==> config.mk <==
export PLATFORM = sky130hd
export DESIGN_NAME = s27_vector_sequencer
export DESIGN_NICKNAME = d
export VERILOG_FILES = /design/src/rtl/s27_vector_sequencer.sv
export SDC_FILE = /design/constraint.sdc
export NUM_CORES = 1
export LEC_CHECK = 0
export CORE_MARGIN = 10
export CORE_UTILIZATION = 55
export DETAILED_ROUTE_END_ITERATION = 6
export DONT_BUFFER_PORTS = 1
export PLACE_DENSITY_LB_ADDON = 0.25
export SYNTH_ARGS = -nofsm -noshare
export SYNTH_HDL_FRONTEND = slang
export SYNTH_SLANG_ARGS = --single-unit
==> constraint.sdc <==
create_clock -name clk_i -period 1.5 [get_ports clk_i]
set_input_delay 0.3 -clock clk_i [delete_from_list [all_inputs] [get_ports clk_i]]
set_output_delay 0.3 -clock clk_i [all_outputs]
set_load 0.01 [all_outputs]
==> src/rtl/s27_vector_sequencer.sv <==
// ---------------------------------------------------------------------------
// s27_vector_sequencer
//   Feeds 4-bit test vectors {G3,G2,G1,G0} into the s27 core. A vector is
//   accepted over a valid/ready handshake and registered onto core_g_o. It is
//   held stable for SETTLE cycles, then a one-cycle core clock enable is
//   issued. One cycle later core_g17_i is captured, reported on
//   res_valid_o/res_data_o, and folded into a MISR signature.
//
// Ports
//   clk_i        clock, rising edge
//   rst_n_i      asynchronous active-low reset
//   start_i      synchronous clear of signature/count; aborts a vector in flight
//   vec_valid_i  vector available
//   vec_data_i   {G3,G2,G1,G0}
//   vec_ready_o  vector can be accepted this cycle
//   core_g_o     vector driven to the core
//   core_cke_o   one-cycle enable for the core flip-flops
//   core_g17_i   core output G17
//   res_valid_o  one-cycle pulse: res_data_o holds a new result
//   res_data_o   last captured G17
//   signature_o  MISR state
//   vec_count_o  vectors completed, saturating
//   busy_o       a vector is in flight
// ---------------------------------------------------------------------------
module s27_vector_sequencer #(
    parameter int unsigned      SETTLE = 2,
    parameter int unsigned      SIG_W  = 16,
    parameter logic [SIG_W-1:0] POLY   = SIG_W'(16'h1021),
    parameter logic [SIG_W-1:0] SEED   = SIG_W'(16'hFFFF),
    parameter int unsigned      CNT_W  = 16
) (
    input  logic             clk_i,
    input  logic             rst_n_i,
    input  logic             start_i,
    input  logic             vec_valid_i,
    input  logic [3:0]       vec_data_i,
    output logic             vec_ready_o,
    output logic [3:0]       core_g_o,
    output logic             core_cke_o,
    input  logic             core_g17_i,
    output logic             res_valid_o,
    output logic             res_data_o,
    output logic [SIG_W-1:0] signature_o,
    output logic [CNT_W-1:0] vec_count_o,
    output logic             busy_o
);

    typedef enum logic [1:0] {
        ST_IDLE,
        ST_SETTLE,
        ST_PULSE,
        ST_CAPTURE
    } state_t;

    // Settle down-counter runs SETTLE-1 .. 0, so it needs to hold SETTLE-1.
    localparam int unsigned       SCNT_W    = (SETTLE > 1) ? $clog2(SETTLE) : 1;
    localparam logic [SCNT_W-1:0] SCNT_LOAD = (SETTLE > 0) ? SCNT_W'(SETTLE - 1) : '0;

    state_t             state_q, state_d;
    logic [SCNT_W-1:0]  scnt_q, scnt_d;
    logic [3:0]         core_g_q, core_g_d;
    logic               cke_q, cke_d;
    logic               res_valid_q, res_valid_d;
    logic               res_data_q, res_data_d;
    logic [SIG_W-1:0]   sig_q, sig_d;
    logic [CNT_W-1:0]   cnt_q, cnt_d;
    logic [SIG_W-1:0]   sig_step;
    logic               accept;

    assign vec_ready_o = (state_q == ST_IDLE) & ~start_i;
    assign accept      = vec_valid_i & vec_ready_o;

    // Galois-style shift with G17 injected into the LSB.
    assign sig_step = {sig_q[SIG_W-2:0], 1'b0}
                    ^ (sig_q[SIG_W-1] ? POLY : '0)
                    ^ {{(SIG_W-1){1'b0}}, core_g17_i};

    always_comb begin
        state_d     = state_q;
        scnt_d      = scnt_q;
        core_g_d    = core_g_q;
        res_valid_d = 1'b0;
        res_data_d  = res_data_q;
        sig_d       = sig_q;
        cnt_d       = cnt_q;

        if (start_i) begin
            // Abort: core_g_q intentionally keeps the last vector.
            state_d = ST_IDLE;
            sig_d   = SEED;
            cnt_d   = '0;
        end else begin
            case (state_q)
                ST_IDLE: begin
                    if (accept) begin
                        core_g_d = vec_data_i;
                        if (SETTLE == 0) begin
                            state_d = ST_PULSE;
                        end else begin
                            state_d = ST_SETTLE;
                            scnt_d  = SCNT_LOAD;
                        end
                    end
                end
                ST_SETTLE: begin
                    if (scnt_q == '0) begin
                        state_d = ST_PULSE;
                    end else begin
                        scnt_d = scnt_q - 1'b1;
                    end
                end
                ST_PULSE: begin
                    state_d = ST_CAPTURE;
                end
                ST_CAPTURE: begin
                    state_d     = ST_IDLE;
                    res_valid_d = 1'b1;
                    res_data_d  = core_g17_i;
                    sig_d       = sig_step;
                    if (cnt_q != {CNT_W{1'b1}}) begin
                        cnt_d = cnt_q + 1'b1;
                    end
                end
                default: begin
                    state_d = ST_IDLE;
                end
            endcase
        end
    end

    // Enable is registered off the next state so it is glitch-free and high
    // exactly while the FSM sits in PULSE; an abort before PULSE suppresses it.
    assign cke_d = (state_d == ST_PULSE);

    always_ff @(posedge clk_i or negedge rst_n_i) begin
        if (!rst_n_i) begin
            state_q     <= ST_IDLE;
            scnt_q      <= '0;
            core_g_q    <= '0;
            cke_q       <= 1'b0;
            res_valid_q <= 1'b0;
            res_data_q  <= 1'b0;
            sig_q       <= SEED;
            cnt_q       <= '0;
        end else begin
            state_q     <= state_d;
            scnt_q      <= scnt_d;
            core_g_q    <= core_g_d;
            cke_q       <= cke_d;
            res_valid_q <= res_valid_d;
            res_data_q  <= res_data_d;
            sig_q       <= sig_d;
            cnt_q       <= cnt_d;
        end
    end

    assign core_g_o    = core_g_q;
    assign core_cke_o  = cke_q;
    assign res_valid_o = res_valid_q;
    assign res_data_o  = res_data_q;
    assign signature_o = sig_q;
    assign vec_count_o = cnt_q;
    assign busy_o      = (state_q != ST_IDLE);

endmodule

# Word-level counts from Yosys, hierarchy flattened

Cells that the tools add are included.
Widths: inputs -> output; s select.

$add $sub $neg: 2
Equal/unequal tests: 6
Muxes and demuxes: 15
Bitwise operators: 5
Reduce and logical (&&, ||, !) cells: 9

Operator list:

| kind                  | number |
|---|---|
| $mux 16               | 5 |
| $add 16x1->16 const B | 1 |
| $ne 16x16->1 const B  | 1 |
| $xor 16x1->16         | 1 |
| $xor 16x13->16        | 1 |
| $mux 13               | 1 |
| $pmux 2 s4            | 1 |
| $reduce_bool 2->1     | 4 |
| $eq 2x2->1 const B    | 3 |
| $mux 2                | 3 |
| $reduce_and 3->1      | 2 |
| $mux 1                | 4 |
| $reduce_and 2->1      | 2 |
| $and 1x1->1           | 2 |
| $eq 2x1->1 const B    | 1 |
| $logic_not 2->1       | 1 |
| $ne 2x2->1 const B    | 1 |
| $pmux 1 s2            | 1 |
| $not 1->1             | 1 |
| $sub 1x1->1 const B   | 1 |

Bits in registers: 42

# Logic depth before layout (Yosys ltp)

Gate-level depths: netlist of the first run.

Depth in word-level cells: 7
Gate-level depth with buffers: 5
Gate-level depth less buffers: 5

# Least setup slack after synthesis of the first run

OpenSTA, ideal clock, no wires.

Path kind: register to register
Start: reg state_q[0]
End: reg core_g_q[0], in the netlist core_g_o[0]
Library setup time: 0.125 ns
Data arrival time: 1.442 ns
Data required time: 1.375 ns
Slack: -0.067 ns
Stages on the path, launching flop included: 5
Period minus slack after synthesis: 1.567 ns
Cell sequence: dfrtp_1 > buf_2 > or2_2 > nor2_1 > mux2_2

Longest elaborated chain between the ends: 4

Ends and longest elaborated chain:

| element                             | line   | text |
|---|---|---|
| from (decl)                         | 59     | `state_t state_q, state_d;` |
| from (signal assigned)              | 146    | `state_q <= state_d;` |
| $logic_not 2->1 *                   | 70, 93 |  |
| $and 1x1->1                         | 70     | `assign vec_ready_o = (state_q == ST_IDLE) & ~start_i;` |
| $and 1x1->1                         | 71     | `assign accept = vec_valid_i & vec_ready_o;` |
| $reduce_and 3->1 (no source line) * | n/a    |  |
| to (signal assigned)                | 148    | `core_g_q <= core_g_d;` |
| to (decl)                           | 61     | `logic [3:0] core_g_q, core_g_d;` |

Mark *: on every way between the ends. The rest lies on a longest branch, timed or not.
A chain may end at the register's enable or synchronous reset.

# Worst setup path in the final report of the first run

Start: reg cnt_q[1], in the netlist vec_count_o[1]
End: reg cnt_q[13], in the netlist vec_count_o[13]

Longest elaborated chain between the ends: 4
Elaborated cells on any way between the ends: 7

Ends and longest elaborated chain:

| element                | line | text |
|---|---|---|
| from (decl)            | 66   | `logic [CNT_W-1:0] cnt_q, cnt_d;` |
| from (signal assigned) | 153  | `cnt_q <= cnt_d;` |
| $add 16x1->16          | 121  | `cnt_d = cnt_q + 1'b1;` |
| $mux 16                | 120  | `if (cnt_q != {CNT_W{1'b1}}) begin` |
| $mux 16                | 93   | `case (state_q)` |
| $mux 16                | 87   | `if (start_i) begin` |

Parallel ways exist; a longest one is shown, timed or not. The select of a mux whose other input is x is not followed.

==> results of run 1 <==
[state kept, by name, indices dropped and copies added, names as in the netlist]
name / cells
core_g_o: 4
res_valid_o: 1
vec_count_o: 16
res_data_o: 1
state_q: 2
scnt_q: 1
core_cke_o: 1
signature_o: 16
[what timing repair did]
action / in CTS / in global routing
hold endpoints to repair: 42 / 0
pin swaps: 2 / 8
setup buffers: 6 / 1
gates resized for setup: 7 / 6
setup endpoints to repair: 16 / 16
hold buffers: 2 / 0
[stage by stage]
stage	hold slack, ns	TNS (ns)	util, %
after detailed placement	0.00584	-0.404	64.7
final	0.0660	-0.00399	71.5
after CTS	0.0557	0	70.2
after global placement	0.00584	0	64.7
after global routing	0.0516	-0.353	71.5
after floorplan	0.00441	0	-
[layer usage]
layer | vias up | track usage (%) | routed length [microns]
li1 | 753 | - | -
met1 | 798 | 16.5 | 1800
met2 | 53 | 26.2 | 2590
met3 | 4 | 6.12 | 407
met4 | 0 | 3.70 | 35
met5 | - | 0 | 0
[worst max-delay path by stage]
stage / start / to / slack, ns / cells past startpoint
6_report: vec_count_o[1] / vec_count_o[13] / -0.004 / 5
5_1_grt: vec_count_o[1] / vec_count_o[12] / -0.11 / 5
4_1_cts: vec_count_o[1] / vec_count_o[1] / 0.0002 / 6
3_5_place_dp: vec_count_o[1] / vec_count_o[0] / -0.06 / 5
3_3_place_gp: vec_count_o[1] / vec_count_o[0] / 0.07 / 5
2_1_floorplan: vec_count_o[11] / vec_count_o[0] / 0.02 / 4
[power breakdown]
group	switching, mW	total, mW	internal, mW	leakage [nW]
combinational	0.139	0.255	0.116	0.551
sequential	0.0857	1.30	1.22	0.515
clock	0.356	0.731	0.375	0.0455
total	0.580	2.29	1.71	1.11
[area by class of cell]
type / count / area [sq um]
clock buffers: 8 / 90.1
well taps: 46 / 57.6
fillers: 254 / 982
repair buffers: 33 / 263
multi-input cells: 139 / 955
inverters: 6 / 22.5
flip-flops and latches: 42 / 1070
[cell families after synthesis]
| logic type | synth area share, % |
|---|---|
| muxes | 2.79 |
| and+or+nand+nor | 25.9 |
| DFF | 53.0 |
| xor gates and xnor gates | 5.63 |
| buffers and inverters | 3.10 |
| adders and majority gates | 0.619 |
| AOI/OAI and AO/OA | 8.98 |
[layout by cell type, fill, tap and decap left out, types with 2 or more instances in the layout]
master and count:
inv_1 6, nand2_4 2, mux2_2 5, clkbuf_1 2
dfstp_2 16, a21oi_1 14, nand3_1 31, and4_1 2
nor3_1 5, clkbuf_8 6, o31ai_1 2, and3_1 2
dfrtp_1 25, nor4_4 3, nand4_1 2, nand2_1 21
xnor2_1 12, a31oi_1 2, nand3_4 3, o211ai_1 3
nor2_2 2, nor2_1 8, buf_4 31
==> results by group, run 1 <==
STA
  – Slew Limit Fails: 0
  – Clk_skew: 0.00865 ns
  – Worst Tran Pin Value: 0.331 ns
  – Setup violations, final: 1
  – Final hold vios: 0
  – Final period util: 100%
  – Final Worst Setup Slack: -0.00399 ns
  – Rel. slew slack: 77.8%
  – Unrepaired setup endpoints after global routing: true
  – Fmax achieved: 0.665 GHz
  – Min cycle time layout: 1.50 ns

Synth
  – Register area share after synthesis: 53.0%
  – Area leader, netlist: dfrtp_1
  – Number of synthesized flops with an enable pin: 0
  – YS warnings: 0
  – Synth Register Bits: 42
  – Synth async-reset ratio: 100%
  – Top post-synthesis cells by area: dfrtp_1 32%, dfstp_2 21%, nand3_1 7.9%
  – Cell count after synthesis: 197
  – Post-synth top area share: 32.2%
  – Post-synth net total: 207
  – Synth cell count leaders: 32 x nand3_1, 26 x dfrtp_1, 22 x nand2_1, 16 x dfstp_2, 14 x a21oi_1
  – Cell variety after synth: 39
  – Synth Cell Area: 2020 sq um
  – Synth Flop Type: dfrtp_1
  – Syn Area/Cell: 10.3 sq um
  – Most common cell in the netlist: nand3_1

Global route
  – Largest net degree at the start of global routing: 43
  – First-pass GRT wire length: 7730 microns
  – Initial antenna violation count: 0
  – Number of global-route vias before repair: 1548
  – GRT Util Overall: 15.0%
  – GRT Residual Overflow: 0

Clock tree
  – Max clock buf depth: 2
  – CTS Sinks: 42
  – Clock transition at path regs: 0.08 ns
  – CTS HTree Levels: 2
  – Num CTS Buffers: 5
  – CTS tree: done
  – Clock root buffer: clkbuf_8
  – Clk_lat worst skew: 0.29 ns

Die
  – IO Count: 50
  – Initial Util: 58.7%
  – DIE HEIGHT: 80.6 microns
  – CORE AREA: 3440 sq um
  – Die area: 6500 sq um
  – Overall die width: 80.6 microns
  – Num rows: 21

Status
  – Failing checks: setup timing
  – Outcome: complete, but fails checks

Cells and area
  – Area growth from synthesis to layout: 21.7%
  – Non-filler cells, final: 274
  – Antenna cells: 0
  – Nets: 237
  – Layout cells sized above 1: 34.2%
  – Final instance area: 2460 sq um

Detailed routing
  – Total number of vias: 1608
  – WL final: 4840 microns
  – DRT iter0 DRCs: 126
  – DRT Pass-1 Iters: 4
  – Vias per inst: 5.87
  – DRC: 0
  – Post-route ant nets: 0
  – Routed len/inst: 17.6 microns

Placed design
  – HPWL Detailed: 3400 microns
  – Placed Instances: 257
  – DP Worst Slack: -0.0566 ns
  – Routability Congestion: 0.769
  – # port buffers: 0
  – Post-DP Area: 2230 sq um

Setup path
  – Reg2reg setup slack: -0.004 ns
  – Slowest stage cell, crit path: dfrtp_1
  – Worst r2r src: vec_count_o[1]
  – R2R depth: 5
  – R2R Path End: vec_count_o[13]
  – Crit path max-delay family: simple AND/OR/NAND/NOR gates
  – Crit. End Element: flip-flop
  – Setup crit start kind: flip-flop
  – CP cell instances: buf_4, nand4_1, nor4_4, a31oi_1, o31ai_2
  – CP Class: reg -> reg
  – Slowest cell delay on critical path: 0.41 ns
  – CP max FO: 5
  – WP data arrival: 1.70 ns
  – Crit path required time: 1.70 ns
  – Buf/Inv on CP: 1

Min path
  – Hold Path Sink: state_q[1]
  – Hold Path Depth: 1
  – Hold Startpoint: start_i
  – Hold Crit Class: in -> reg

Pwr
  – PwrDens: 929 nW/um^2
  – Leakage: 1.11 nW
  – Peak VDD IR: 0.904 mV
  – Design Power: 2.29 mW

Job
  – Max cap viols: 0
No activity file was read; power rests on OpenSTA's default activity.
==> run 2, diff against run 1 <==
CORE_MARGIN = 4   (was 10)
REMOVE_ABC_BUFFERS = 1   (was not set)
==> results by group, run 2 (synthesis gave the netlist of run 1 again) <==
Setup path
  – WP data arrival: 1.73 ns (+0.03 ns)
  – Crit path required time: 1.70 ns (about the same)
  – Crit. End Element: flip-flop
  – Worst Setup SP: state_q[0]
  – R2R Path End: vec_count_o[15]
  – CP max FO: 5 (unchanged)
  – Reg2reg setup slack: -0.03 ns (-0.03 ns)
  – CP endpoint: vec_count_o[15]
  – Setup crit start kind: flip-flop
  – R2R depth: 6 (+1)
  – Worst r2r src: state_q[0]
  – CP Class: reg -> reg

Global route
  – Largest net degree at the start of global routing: 43 (unchanged)
  – GRT Util Overall: 22.4% (+7.4 points)
  – Initial antenna violation count: 0 (unchanged)
  – Number of global-route vias before repair: 1690 (+9.2%)
  – GRT Residual Overflow: 0 (unchanged)
  – First-pass GRT wire length: 7750 microns (+0.26%)

STA
  – Final period util: 102% (+1.9 points)
  – Final Worst Setup Slack: -0.0321 ns (-0.0281 ns)
  – Slew Limit Fails: 0 (unchanged)
  – Worst Tran Pin Value: 0.364 ns (+0.0328 ns)
  – Setup violations, final: 2 (+1)
  – Unrepaired setup endpoints after global routing: true
  – Clk_skew: 0.00568 ns (-0.00297 ns)
  – Final hold vios: 0 (unchanged)
  – Fmax achieved: 0.653 GHz (-1.8%)
  – Setup_tns: -0.0627 ns (-0.0587 ns)
  – Min cycle time layout: 1.53 ns (+0.0281 ns)
  – Rel. slew slack: 75.6% (-2.2 points)

Clock tree
  – Max clock buf depth: 2 (unchanged)
  – CTS tree: done
  – Clk_lat worst skew: 0.30 ns (about the same)
  – Clock root buffer: clkbuf_8
  – Num CTS Buffers: 5 (unchanged)
  – CTS Sinks: 42 (unchanged)
  – Clock transition at path regs: 0.08 ns (about the same)
  – CTS HTree Levels: 2 (unchanged)

Detailed routing
  – DRT Pass-1 Iters: 5 (+1)
  – Routed len/inst: 17.9 microns (+1.4%)
  – Vias per inst: 5.89 (+0.45%)
  – Post-route ant nets: 0 (unchanged)
  – DRC: 0 (unchanged)
  – DRT iter0 DRCs: 104 (-17%)
  – WL final: 4940 microns (+2.2%)
  – Total number of vias: 1627 (+1.2%)

Placed design
  – Post-DP Area: 2250 sq um (+1.0%)
  – DP Worst Slack: 0.0191 ns (+0.0757 ns)
  – HPWL Detailed: 3350 microns (-1.3%)
  – Routability Congestion: 0.848 (+10%)
  – # port buffers: 0 (unchanged)

Status
  – Outcome: complete, but fails checks
  – Failing checks: setup timing

Pwr
  – Peak VDD IR: 0.773 mV (-15%)
  – Leakage: 1.11 nW (-0.12%)
  – PwrDens: 929 nW/um^2 (about the same)

Die
  – Die area: 4710 sq um (-28%)
  – Num rows: 21 (unchanged)
  – Initial Util: 58.7% (unchanged)
  – IO Count: 50 (unchanged)
  – Overall die width: 68.6 microns (-15%)
  – DIE HEIGHT: 68.6 microns (-15%)
  – CORE AREA: 3440 sq um (unchanged)

Cells and area
  – Final instance area: 2490 sq um (+1.2%)
  – Nets: 239 (+0.84%)
  – Antenna cells: 0 (unchanged)
  – Area growth from synthesis to layout: 23.2%
  – # fillers: 249 (-2.0%)
  – Layout cells sized above 1: 37.0% (+2.7 points)
  – Most frequent cells in the layout: 30 x nand3_1, 30 x buf_4, 24 x dfrtp_1

Job
  – Max cap viols: 0 (unchanged)

Min path
  – Hold Crit Class: in -> reg
## run 2: power breakdown
| part | internal (mW) | switching [mW] |
|---|---|---|
| Sequential | 1.21 | 0.0842 |
| Combinational | 0.119 | 0.146 |
| Clock | 0.371 | 0.378 |
## run 2: per-stage QoR
stage | cells | util [%] | power [mW] | hold WS, ns
2_1_floorplan | 187 | - | 1.44 | 0.00441
3_3_place_gp | 261 | 65.3 | 1.50 | 0.00596
3_5_place_dp | 261 | 65.3 | 1.52 | 0.00585
4_1_cts | 273 | 69.7 | 2.31 | 0.0559
5_1_grt | 276 | 72.3 | 2.42 | 0.0379
6_report | 276 | 72.3 | 2.31 | 0.0532
## run 2: layer usage
metal | vias to the layer above | track usage, % | share of wire, %
met5 | - | 0 | 0
met4 | 0 | 8.19 | 1.5
met2 | 65 | 37.1 | 51
li1 | 757 | - | -
met1 | 795 | 26.1 | 39
met3 | 10 | 9.24 | 8.8
## run 2: area by class of cell
type | count | area, sq um | area share (%)
sequential | 42 | 1070 | 43.1
multi-input combinational | 139 | 956 | 38.4
timing repair buffer | 35 | 289 | 11.6
clock buffer | 7 | 86.3 | 3.47
tap | 46 | 57.6 | 2.31
inverter | 6 | 22.5 | 0.905
clock inverter | 1 | 5.00 | 0.201
## run 2: how the worst min path moves through the flow
| stage | start | to | cells past startpoint | slack (ns) |
|---|---|---|---|---|
| detailed placement | rst_n_i | vec_count_o[13] | 0 | 0.006 |
| global route | start_i | vec_count_o[4] | 1 | 0.04 |
| global placement | rst_n_i | vec_count_o[13] | 0 | 0.006 |
| floorplan | rst_n_i | core_cke_o | 0 | 0.004 |
| finish | start_i | vec_count_o[4] | 1 | 0.05 |
| CTS | start_i | vec_count_o[8] | 1 | 0.06 |
## run 2: critical path, stage by stage, from the launching register on
cell and delay (ns):
dfrtp_2 0.37, buf_4 0.16, nand4_1 0.12, buf_6 0.15, nor4_4 0.27, a21oi_1 0.14
o31ai_1 0.23
## run 2: timing repair
action | 4_1_cts | 5_1_grt
endpoints found under the hold margin | 42 | 0
pin swaps | 1 | 8
gates resized for setup | 5 | 16
setup buffers | 2 | 3
endpoints found under the setup margin | 3 | 17
hold buffers | 2 | 0
==> run 3, diff against run 2 <==
PLACE_DENSITY_LB_ADDON = 0.1   (was 0.25)
==> results by group, run 3 (synthesis gave the netlist of run 1 again) <==
Global route
  – GRT Util Overall: 23.0% (+0.59 points)
  – GRT Residual Overflow: 0 (unchanged)
  – First-pass GRT wire length: 8020 microns (+3.5%)
  – Largest net degree at the start of global routing: 43 (unchanged)
  – Initial antenna violation count: 0 (unchanged)
  – Number of global-route vias before repair: 1675 (-0.89%)

Placed design
  – # port buffers: 0 (unchanged)
  – HPWL Detailed: 3170 microns (-5.5%)
  – Routability Congestion: 0.770 (-9.2%)
  – Post-DP Area: 2230 sq um (-1.0%)

Die
  – Overall die width: 68.6 microns (unchanged)
  – Die area: 4710 sq um (unchanged)
  – DIE HEIGHT: 68.6 microns (unchanged)
  – CORE AREA: 3440 sq um (unchanged)
  – Initial Util: 58.7% (unchanged)
  – IO Count: 50 (unchanged)
  – Num rows: 21 (unchanged)

Pwr
  – Int Pwr: 1.67 mW (-1.8%)
  – PwrDens: 906 nW/um^2 (-2.4%)
  – Gate power share: 12.1% (+0.6 points)
  – Sequential power share: 56.4% (+0.2 points)
  – Leakage: 1.14 nW (+2.8%)
  – Switch Pwr: 0.623 mW (+2.3%)
  – Sw frac: 27.1% (+0.81 points)
  – Peak VDD IR: 0.729 mV (-5.7%)
  – Clock power share: 31.5% (-0.9 points)

Setup path
  – Crit path required time: 1.67 ns (-0.03 ns)
  – CP Class: reg -> reg
  – CP max FO: 5 (unchanged)
  – Crit. End Element: flip-flop
  – WP data arrival: 1.78 ns (+0.05 ns)
  – Setup crit start kind: flip-flop

Detailed routing
  – DRT Pass-1 Iters: 4 (-1)
  – Post-route ant nets: 0 (unchanged)
  – Vias per inst: 5.89 (about the same)
  – DRT iter0 DRCs: 148 (+42%)
  – DRC: 0 (unchanged)
  – Routed len/inst: 17.8 microns (-0.82%)
  – WL final: 5010 microns (+1.3%)
  – Total number of vias: 1661 (+2.1%)

Clock tree
  – CTS tree: done
  – Clk_lat worst skew: 0.30 ns (about the same)
  – Clock transition at path regs: 0.09 ns (about the same)
  – CTS HTree Levels: 2 (unchanged)
  – Clock root buffer: clkbuf_8
  – CTS Sinks: 42 (unchanged)
  – Max clock buf depth: 2 (unchanged)
  – Num CTS Buffers: 5 (unchanged)

Cells and area
  – Layout cells sized above 1: 37.7% (+0.76 points)
  – Most frequent cells in the layout: 34 x buf_4, 30 x nand3_1, 26 x dfrtp_1
  – Antenna cells: 0 (unchanged)
  – Nets: 245 (+2.5%)
  – # fillers: 248 (-0.40%)
  – Final instance area: 2530 sq um (+1.8%)
  – Area growth from synthesis to layout: 25.4%
  – Most common cell after layout, fill and taps aside: buf_4

STA
  – Rel. slew slack: 77.7% (+2.2 points)
  – Unrepaired setup endpoints after global routing: true
  – Slew Limit Fails: 0 (unchanged)
  – Setup_tns: -0.288 ns (-0.225 ns)
  – Setup violations, final: 7 (+5)
  – Clk_skew: 0.0112 ns (+0.00551 ns)
  – Final period util: 107% (+4.7 points)
  – Fmax achieved: 0.624 GHz (-4.4%)
  – Final hold vios: 0 (unchanged)
  – Min cycle time layout: 1.60 ns (+0.0707 ns)
  – Worst Tran Pin Value: 0.332 ns (-0.0323 ns)
  – Final Worst Setup Slack: -0.103 ns (-0.0707 ns)

Job
  – Max cap viols: 0 (unchanged)

Status
  – Outcome: complete, but fails checks
  – Failing checks: setup timing

Min path
  – Hold Crit Class: in -> reg
-- run 3: critical path, cell delays in order (launching register included) --
cell and delay, ns:
dfrtp_1 0.41, ha_4 0.19, nand2_4 0.07, nor4_4 0.29, buf_4 0.20, nor2_1 0.06, a311o_1 0.28
-- run 3: cell type report --
type / count / area [sq um] / share of cell area, %
flip-flops and latches: 42 / 1070 / 42.3
multi-input cells: 140 / 965 / 38.1
repair buffers: 40 / 330 / 13.0
clock buffers: 5 / 68.8 / 2.72
well taps: 46 / 57.6 / 2.27
inverters: 6 / 22.5 / 0.889
clock inverters: 3 / 18.8 / 0.741
-- run 3: routing by layer --
metal | GRT usage [%] | share of wire, % | wire length [microns]
met1 | 30.8 | 43 | 2160
met2 | 35.5 | 48 | 2420
met3 | 7.78 | 7.3 | 363
met4 | 6.70 | 1.1 | 54
met5 | 0 | 0 | 0
-- run 3: power by group through the flow --
stage,Clock [mW],Sequential [mW],Combinational [mW]
floorplan,0,1.32,0.118
global placement,0,1.32,0.195
detailed placement,0,1.32,0.204
CTS,0.732,1.30,0.264
global route,0.787,1.31,0.307
finish,0.724,1.29,0.278
-- run 3: path summary, 6_finish.rpt --
check / from / end / slack, ns / cells after the start
min in group asynchronous: rst_n_i / vec_count_o[2] / 0.46 / 2
max: vec_count_o[1] / vec_count_o[0] / -0.10 / 6
min reg2reg: signature_o[6] / signature_o[6] / 0.52 / 2
min: start_i / vec_count_o[8] / 0.05 / 1
max reg2reg: vec_count_o[1] / vec_count_o[0] / -0.10 / 6
max in group asynchronous: rst_n_i / signature_o[1] / 0.76 / 2
-- run 3: through the flow --
step | worst slack [ns] | power [mW] | utilization, % | instances | hold WS, ns
2_1_floorplan | -0.262 | 1.44 | - | 187 | 0.00441
6_report | -0.103 | 2.30 | 73.6 | 282 | 0.0479
3_5_place_dp | -0.0208 | 1.52 | 64.7 | 258 | 0.00607
3_3_place_gp | 0.0398 | 1.51 | 64.7 | 258 | 0.00573
5_1_grt | -0.142 | 2.40 | 73.6 | 282 | 0.0284
4_1_cts | -0.0190 | 2.29 | 71.1 | 280 | 0.0523
-- run 3: what timing repair did --
action | 4_1_cts | 5_1_grt
gates resized for setup | 6 | 14
pin swaps | 3 | 4
gates cloned | 1 | 0
endpoints found under the setup margin | 15 | 17
hold buffers | 2 | 0
setup buffers | 11 | 2
endpoints found under the hold margin | 42 | 0
